File: src/rtl/pipe_stall_ctrl.sv
// Pipeline enable/flush sequencer: resolves load-use hazards, taken-branch flushes
// and multi-cycle data-memory waits, and tracks stall statistics.
module pipe_stall_ctrl #(
  parameter int REG_W    = 5,
  parameter int ZERO_REG = 31,
  parameter int CNT_W    = 16,
  parameter int MAX_WAIT = 64
) (
  input  logic             clk,
  input  logic             reset,
  input  logic             ex_mem_read,
  input  logic [REG_W-1:0] ex_rd,
  input  logic [REG_W-1:0] id_rn,
  input  logic [REG_W-1:0] id_rm,
  input  logic             id_use_rn,
  input  logic             id_use_rm,
  input  logic             br_taken,
  input  logic             mem_req,
  input  logic             mem_ready,
  output logic             pc_en,
  output logic             ifid_en,
  output logic             idex_en,
  output logic             exmem_en,
  output logic             memwb_en,
  output logic             ifid_flush,
  output logic             idex_bubble,
  output logic             memwb_bubble,
  output logic [CNT_W-1:0] stall_cycles,
  output logic             mem_timeout
);

  localparam int WAIT_W = $clog2(MAX_WAIT + 1);
  localparam logic [REG_W-1:0]  ZERO_IDX = REG_W'(ZERO_REG);
  localparam logic [WAIT_W-1:0] WAIT_MAX = WAIT_W'(MAX_WAIT);

  typedef enum logic {RUN, MEM_WAIT} state_t;

  state_t            state, state_next;
  logic [WAIT_W-1:0] wait_cnt, wait_next;
  logic              timeout_set;
  logic              load_use;
  logic              mem_stall;

  assign load_use = ex_mem_read && (ex_rd != ZERO_IDX) &&
                    ((id_use_rn && (ex_rd == id_rn)) || (id_use_rm && (ex_rd == id_rm)));

  // A dropped mem_req while waiting counts as completion, so one term covers both states.
  assign mem_stall = mem_req && !mem_ready;

  always_ff @(posedge clk or negedge reset) begin
    if (!reset) begin
      state        <= RUN;
      wait_cnt     <= '0;
      stall_cycles <= '0;
      mem_timeout  <= 1'b0;
    end else begin
      state    <= state_next;
      wait_cnt <= wait_next;
      if (timeout_set)
        mem_timeout <= 1'b1;
      if (!pc_en && (stall_cycles != '1))
        stall_cycles <= stall_cycles + 1'b1;
    end
  end

  always_comb begin
    state_next   = state;
    wait_next    = wait_cnt;
    timeout_set  = 1'b0;
    pc_en        = 1'b1;
    ifid_en      = 1'b1;
    idex_en      = 1'b1;
    exmem_en     = 1'b1;
    memwb_en     = 1'b1;
    ifid_flush   = 1'b0;
    idex_bubble  = 1'b0;
    memwb_bubble = 1'b0;

    if (mem_stall) begin
      pc_en        = 1'b0;
      ifid_en      = 1'b0;
      idex_en      = 1'b0;
      exmem_en     = 1'b0;
      memwb_en     = 1'b0;
      memwb_bubble = 1'b1;
      state_next   = MEM_WAIT;
      if (state == RUN)
        wait_next = WAIT_W'(1);
      else if (wait_cnt != WAIT_MAX)
        wait_next = wait_cnt + 1'b1;
      if (wait_next == WAIT_MAX)
        timeout_set = 1'b1;
    end else begin
      state_next = RUN;
      wait_next  = '0;
      if (load_use) begin
        pc_en       = 1'b0;
        ifid_en     = 1'b0;
        idex_bubble = 1'b1;
      end else if (br_taken) begin
        ifid_flush = 1'b1;
      end
    end

    // Hold every bank and inject NOPs for as long as reset is asserted.
    if (!reset) begin
      pc_en        = 1'b0;
      ifid_en      = 1'b0;
      idex_en      = 1'b0;
      exmem_en     = 1'b0;
      memwb_en     = 1'b0;
      ifid_flush   = 1'b0;
      idex_bubble  = 1'b1;
      memwb_bubble = 1'b1;
    end
  end

endmodule

File: config.mk
export PLATFORM = sky130hd
export DESIGN_NAME = pipe_stall_ctrl
export DESIGN_NICKNAME = d
export VERILOG_FILES = /design/src/rtl/pipe_stall_ctrl.sv
export SDC_FILE = /design/constraint.sdc
export NUM_CORES = 1
export LEC_CHECK = 0
export CORE_ASPECT_RATIO = 0.7
export CORE_MARGIN = 2
export CORE_UTILIZATION = 46
export DETAILED_ROUTE_END_ITERATION = 8
export PLACE_DENSITY = 0.86
export REMOVE_ABC_BUFFERS = 1
export SETUP_SLACK_MARGIN = 0.4
export SYNTH_ARGS = -nofsm -noshare
export SYNTH_HDL_FRONTEND = slang
export SYNTH_SLANG_ARGS = --single-unit
export TNS_END_PERCENT = 100
File: constraint.sdc
create_clock -name clk -period 2.2 [get_ports clk]
set_input_delay 0.33 -clock clk [delete_from_list [all_inputs] [get_ports clk]]
set_output_delay 0.33 -clock clk [all_outputs]
set_load 0.02 [all_outputs]
==> flow_metrics.py, run 1 <==
metrics = {
    "power": {
        "power.density_mw_per_mm2": 708,
        "vdd_ir_drop_max_uv": 626,
        "finalPower_mw": 1.64,
        "leakage_nw": 1.05,
    },
    "synth": {
        "yosysWarningCount": 0,
        "synthArstFlopShare_pct": 100,
        "ys_seq_area_share_pct": 41.3,
        "yosysTopAreaCell": "dfrtp_1",
        "synth_seq_cells": 25,
        "synth_cells": 153,
        "synth_edf_count": 0,
        "synth_area_mm2": 0.00152,
        "synthFlopType": "dfrtp_1",
        "netlist_top_cells_area": "dfrtp_1, xnor2_1, xor2_1",
        "syn_area_per_cell_um2": 9.91,
        "synth_top_area_share_pct": 41.3,
        "synth_cell_types": 37,
    },
    "place": {
        "dp_hpwl_um": 2990,
        "gp_congestion": 0.832,
        "pre_cts_ws_ns": -0.425,
        "postPlaceCellArea_mm2": 0.00209,
        "dpl.cell_count": 246,
        "io_buffers": 47,
    },
    "worst_setup_path": {
        "r2r_cells": 8,
        "timing.reg2reg.setup_slack_ns": 0.18,
        "critPathArrivalTime_ns": 2.18,
        "reg2reg_from": "stall_cycles[1]$_DFFE_PN0P_",
        "r2r-end": "stall_cycles[11]$_DFFE_PN0P_",
        "cp_slowest_cell": "dfrtp_1",
        "worstSetupStartpointType": "register",
        "worstPathMaxFanout": 6,
        "cp-end-kind": "register",
        "critical_path_required_ns": 2.36,
        "cp_slowest_stage_delay_ns": 0.37,
        "crit_type": "register to register",
        "cp-startpoint": "stall_cycles[1]$_DFFE_PN0P_",
        "crit_chain": "ha_2 -> and3_4 -> nand4_4 -> or3_4 -> a31oi_4 -> buf_6 -> nor2_2 -> xor2_1",
    },
    "route": {
        "route.detailed.drc": 0,
        "via_count": 1456,
        "drtPass1Iterations": 4,
        "first_iter_violations": 74,
        "drt_wl_total_um": 4450,
        "antenna_left": 0,
        "via_per_inst": 5.49,
        "wl_per_cell_um": 16.8,
    },
    "cells_and_area": {
        "fin_cells": 265,
        "layout.core_utilization_pct": 73.5,
        "layout-drive-gt1-share_pct": 34.4,
        "syn_to_final_growth_pct": 52.6,
        "finalInstanceArea_mm2": 0.00231,
        "insertedDiodeCount": 0,
        "num-nets-final": 254,
        "layout_common_cells": "buf_4, dfrtp_1, clkdlybuf4s50_1",
    },
    "floorplanning": {
        "die_area_mm2": 0.00378,
        "die_y_um": 52.0,
        "coreArea_mm2": 0.00315,
        "fp-row-count": 17,
        "start_util_pct": 48.2,
        "die_w_um": 72.6,
        "io_pins": 48,
    },
    "grt": {
        "grt_pass1_wl_um": 6700,
        "grt_use_total_pct": 23.7,
        "antenna_found_initial": 0,
        "grt_overflow": 0,
        "grt_pass1_vias": 1442,
        "grt_max_degree": 27,
    },
    "timing": {
        "period_share_pct": 92.0,
        "setup-tns-final_ns": 0,
        "clock_skew_ns": 0.00780,
        "rsz0062_at_grt": "true",
        "fmax_ghz": 0.494,
        "relSlewSlack_pct": 78.0,
        "setup_ws_ns": 0.176,
        "drv_slew": 0,
        "hold_ws_ns": 0.458,
        "tightest_slew_ns": 0.331,
        "setup_viol": 0,
        "min_period_ns": 2.02,
        "finalHoldViolCount": 0,
    },
    "clocking": {
        "clkLatencyLatePin_ns": 0.27,
        "clockBufferDepth": 2,
        "cts.sinks": 25,
        "clk_pin_slew_ns": 0.09,
        "cts_buffers": 3,
        "h-tree-depth": 1,
        "cts_tree": "yes",
        "root_buffer": "clkbuf_8",
    },
    "worst_hold_path": {
        "hp-class": "input pin to async pin",
    },
    "job": {
        "cap_violations": 0,
    },
    "status": {
        "outcome": "finished clean",
    },
}
-- worst max-delay path by stage --
stage                                        end  depth (start not counted)
global placement                      ifid_flush                          7
finish              stall_cycles[11]$_DFFE_PN0P_                          8
CTS                  stall_cycles[1]$_DFFE_PN0P_                          6
detailed placement                    ifid_flush                          7
global route        stall_cycles[11]$_DFFE_PN0P_                          7
floorplan                             ifid_flush                          5
-- cells in the mapped netlist (5+ instances only) --
cell type	instances
dfrtp_1	25
inv_1	7
a21oi_1	6
xor2_1	10
nand2_1	16
nor2_1	7
xnor2_1	15
nor2_2	5
nor3_1	8
nand3_1	10
-- report_power, final --
group | switching, mW | leakage (nW) | internal [mW]
combinational | 0.343 | 0.700 | 0.387
clock | 0.151 | 0.0255 | 0.127
sequential | 0.0946 | 0.322 | 0.536
total | 0.588 | 1.05 | 1.05
-- metal layers --
layer | GRT usage (%) | up-vias | routed length, um
li1 | - | 684 | -
met5 | 0 | - | 0
met4 | 9.88 | 0 | 84
met2 | 42.0 | 49 | 2340
met1 | 27.4 | 715 | 1820
met3 | 5.81 | 8 | 204
-- cell type report --
cell class / count / area [um2]
Multi-Input combinational cell: 117 / 926
Fill cell: 225 / 835
Timing Repair Buffer: 74 / 641
Sequential cell: 25 / 627
Tap cell: 38 / 47.5
Clock buffer: 3 / 41.3
Inverter: 7 / 26.3
Clock inverter: 1 / 5.00
-- cell families (layout without fill, tap and decap cells) --
kind of cell    count (synthesis)  after routing  synth area share, %
compound gates                 20             20                 10.8
flops                          25             25                 41.3
fa+ha+maj                       3              3                 2.48
simple gates                   65             65                 24.2
mux                             4              4                 2.89
buf+inv                        11             85                 3.96
xor+xnor                       25             25                 14.4
-- registers in the layout, summed over array words and instances (netlist names) --
register,flops
wait_cnt,7
stall_cycles,16
mem_timeout,1
state,1
-- what timing repair did --
| action | in CTS | in global routing |
|---|---|---|
| setup endpoints to repair | 24 | 22 |
| setup buffers | 8 | 7 |
| resized for setup | 70 | 30 |
| hold buffers | 0 | 0 |
| pin swaps | 17 | 19 |
-- critical path: cells and delay by family (launching register included) --
family	cells	cell delay [ns]
simple gates	4	0.73
buf+inv	1	0.18
flops	1	0.37
xor+xnor	1	0.14
fa+ha+maj	1	0.19
compound gates	1	0.29
(Power assumes the default switching activity.)
==> run 2, diff against run 1 <==
==> constraint.sdc (replaced) <==
create_clock -name clk -period 2 [get_ports clk]
set_input_delay 0.3 -clock clk [delete_from_list [all_inputs] [get_ports clk]]
set_output_delay 0.3 -clock clk [all_outputs]
set_load 0.02 [all_outputs]
==> run 2 against run 1 <==
Critical path depth increased by 1. Routed wire length increased by 7.0%. Critical path type unchanged. Via count increased by 4.0%. First-iteration DRC count increased by 19%. Sequential cell count unchanged. Setup slack got worse by 0.16 ns.
==> flow_metrics.py, run 2 (synthesized netlist as in run 1, its figures left out) <==
metrics = {
    "route": {
        "first_iter_violations": 88,
        "route.detailed.drc": 0,
        "via_per_inst": 5.53,
        "drtPass1Iterations": 4,
        "via_count": 1514,
        "antenna_left": 0,
        "drt_wl_total_um": 4760,
        "wl_per_cell_um": 17.4,
    },
    "cells_and_area": {
        "syn_to_final_growth_pct": 63.4,
        "n_fill_cell": 193,
        "top_regs": "stall_cycles: 16 flops, wait_cnt: 7 flops",
        "multi_input_area_mm2": 0.00101,
        "top_register": "stall_cycles",
        "largest_reg_flops": 16,
        "seq_area_um2": 626,
        "layout-drive-gt1-share_pct": 45.3,
        "fin_cells": 274,
        "layout.core_utilization_pct": 78.7,
        "layout_commonest_cell": "buf_4",
        "insertedDiodeCount": 0,
        "num-nets-final": 263,
        "layout_common_cells": "buf_4, dlygate4sd2_1, dfrtp_1",
    },
    "timing": {
        "relSlewSlack_pct": 77.6,
        "min_period_ns": 1.98,
        "drv_slew": 0,
        "clock_skew_ns": 0.00699,
        "rsz0062_at_grt": "true",
        "fmax_ghz": 0.504,
        "finalHoldViolCount": 0,
        "setup_ws_ns": 0.0175,
        "hold_ws_ns": 0.159,
        "period_share_pct": 99.1,
        "tightest_slew_ns": 0.336,
        "setup_viol": 0,
        "setup-tns-final_ns": 0,
    },
    "power": {
        "power.share.clock_pct": 17.2,
        "p_int_mw": 1.13,
        "power.density_mw_per_mm2": 715,
        "leakage_nw": 1.17,
        "seq_power_share_pct": 38.4,
        "p_sw_mw": 0.646,
        "swShare_pct": 36.4,
        "vdd_ir_drop_max_uv": 755,
        "comb_power_share_pct": 44.4,
    },
    "floorplanning": {
        "die_area_mm2": 0.00378,
        "die_w_um": 72.6,
        "die_y_um": 52.0,
        "coreArea_mm2": 0.00315,
        "start_util_pct": 48.2,
        "fp-row-count": 17,
        "io_pins": 48,
    },
    "clocking": {
        "h-tree-depth": 1,
        "cts_buffers": 3,
        "ctsHoldBuffers": 0,
        "clk_pin_slew_ns": 0.09,
        "root_buffer": "clkbuf_8",
        "cts_tree": "yes",
        "clkLatencyLatePin_ns": 0.27,
        "cts.sinks": 25,
        "clockBufferDepth": 2,
    },
    "job": {
        "cap_violations": 0,
    },
    "worst_setup_path": {
        "worstPathMaxFanout": 7,
        "worstSetupStartpointType": "register",
        "critical_path_required_ns": 2.16,
        "crit_type": "register to register",
        "cp-end-kind": "register",
        "critPathArrivalTime_ns": 2.14,
    },
    "grt": {
        "grt_max_degree": 27,
        "antenna_found_initial": 0,
        "grt_pass1_vias": 1525,
        "grt_overflow": 0,
        "grt_pass1_wl_um": 7130,
        "grt_use_total_pct": 25.3,
    },
    "worst_hold_path": {
        "hp-class": "input pin to async pin",
    },
    "place": {
        "pre_cts_ws_ns": -0.544,
        "gp_congestion": 0.825,
        "io_buffers": 47,
        "dp_hpwl_um": 2950,
        "dpl.cell_count": 258,
    },
    "status": {
        "outcome": "finished clean",
    },
}
[run 2: cell count changes in the layout (fill, tap and decap cells not counted), sizes merged]
| cell | change |
|---|---|
| buf | +19 |
| clkdlybuf4s15 | -5 |
| clkbuf | -4 |
| clkdlybuf4s50 | -18 |
| dlygate4sd2 | +17 |
[run 2: final timing paths]
kind | startpoint | to | slack, ns | depth (start not counted)
min in group clk | state$_DFF_PN0_ | wait_cnt[0]$_DFF_PN0_ | 0.47 | 1
max | stall_cycles[1]$_DFFE_PN0P_ | stall_cycles[11]$_DFFE_PN0P_ | 0.02 | 9
max in group asynchronous | reset | stall_cycles[4]$_DFFE_PN0P_ | 1.59 | 2
max reg2reg | stall_cycles[1]$_DFFE_PN0P_ | stall_cycles[11]$_DFFE_PN0P_ | 0.02 | 9
min | reset | stall_cycles[5]$_DFFE_PN0P_ | 0.16 | 2
min reg2reg | state$_DFF_PN0_ | wait_cnt[0]$_DFF_PN0_ | 0.47 | 1
[run 2: repair_timing]
action / 4_1_cts / 5_1_grt
pin swaps: 20 / 8
setup endpoints to repair: 43 / 22
setup buffers: 7 / 5
resized for setup: 143 / 24
[run 2: layout make-up]
cell class                      count  area share [%]
Clock buffer                        3            1.67
Sequential cell                    25            25.2
Timing Repair Buffer               83            29.3
Multi-Input combinational cell    117            40.6
Clock inverter                      1           0.202
Tap cell                           38            1.92
Inverter                            7            1.06
[run 2: metrics by stage]
stage,cell area (um2),total power [mW]
2_1_floorplan,1480,1.02
3_3_place_gp,2180,1.38
3_5_place_dp,2180,1.41
4_1_cts,2350,1.74
5_1_grt,2480,1.88
6_report,2480,1.77
[run 2: power groups by stage]
stage,clock network [mW],registers [mW],logic (mW)
floorplan,0,0.792,0.229
global placement,0,0.681,0.700
detailed placement,0,0.689,0.721
CTS,0.315,0.680,0.748
global route,0.342,0.695,0.842
finish,0.305,0.681,0.787
[run 2: critical path, stage by stage (launching register included)]
cell     delay, ns
dfrtp_1       0.37
ha_2          0.18
and3_4        0.20
nand4_4       0.11
or3_4         0.36
a31oi_4       0.19
buf_12        0.16
buf_8         0.11
nor2_2        0.04
xor2_1        0.13
[run 2: per-layer routing]
metal	up-vias	GRT usage, %	share of wire (%)
met3	14	5.43	5.8
li1	697	-	-
met1	740	30.5	39
met2	63	45.5	53
met5	-	0	0
met4	0	7.41	2.6
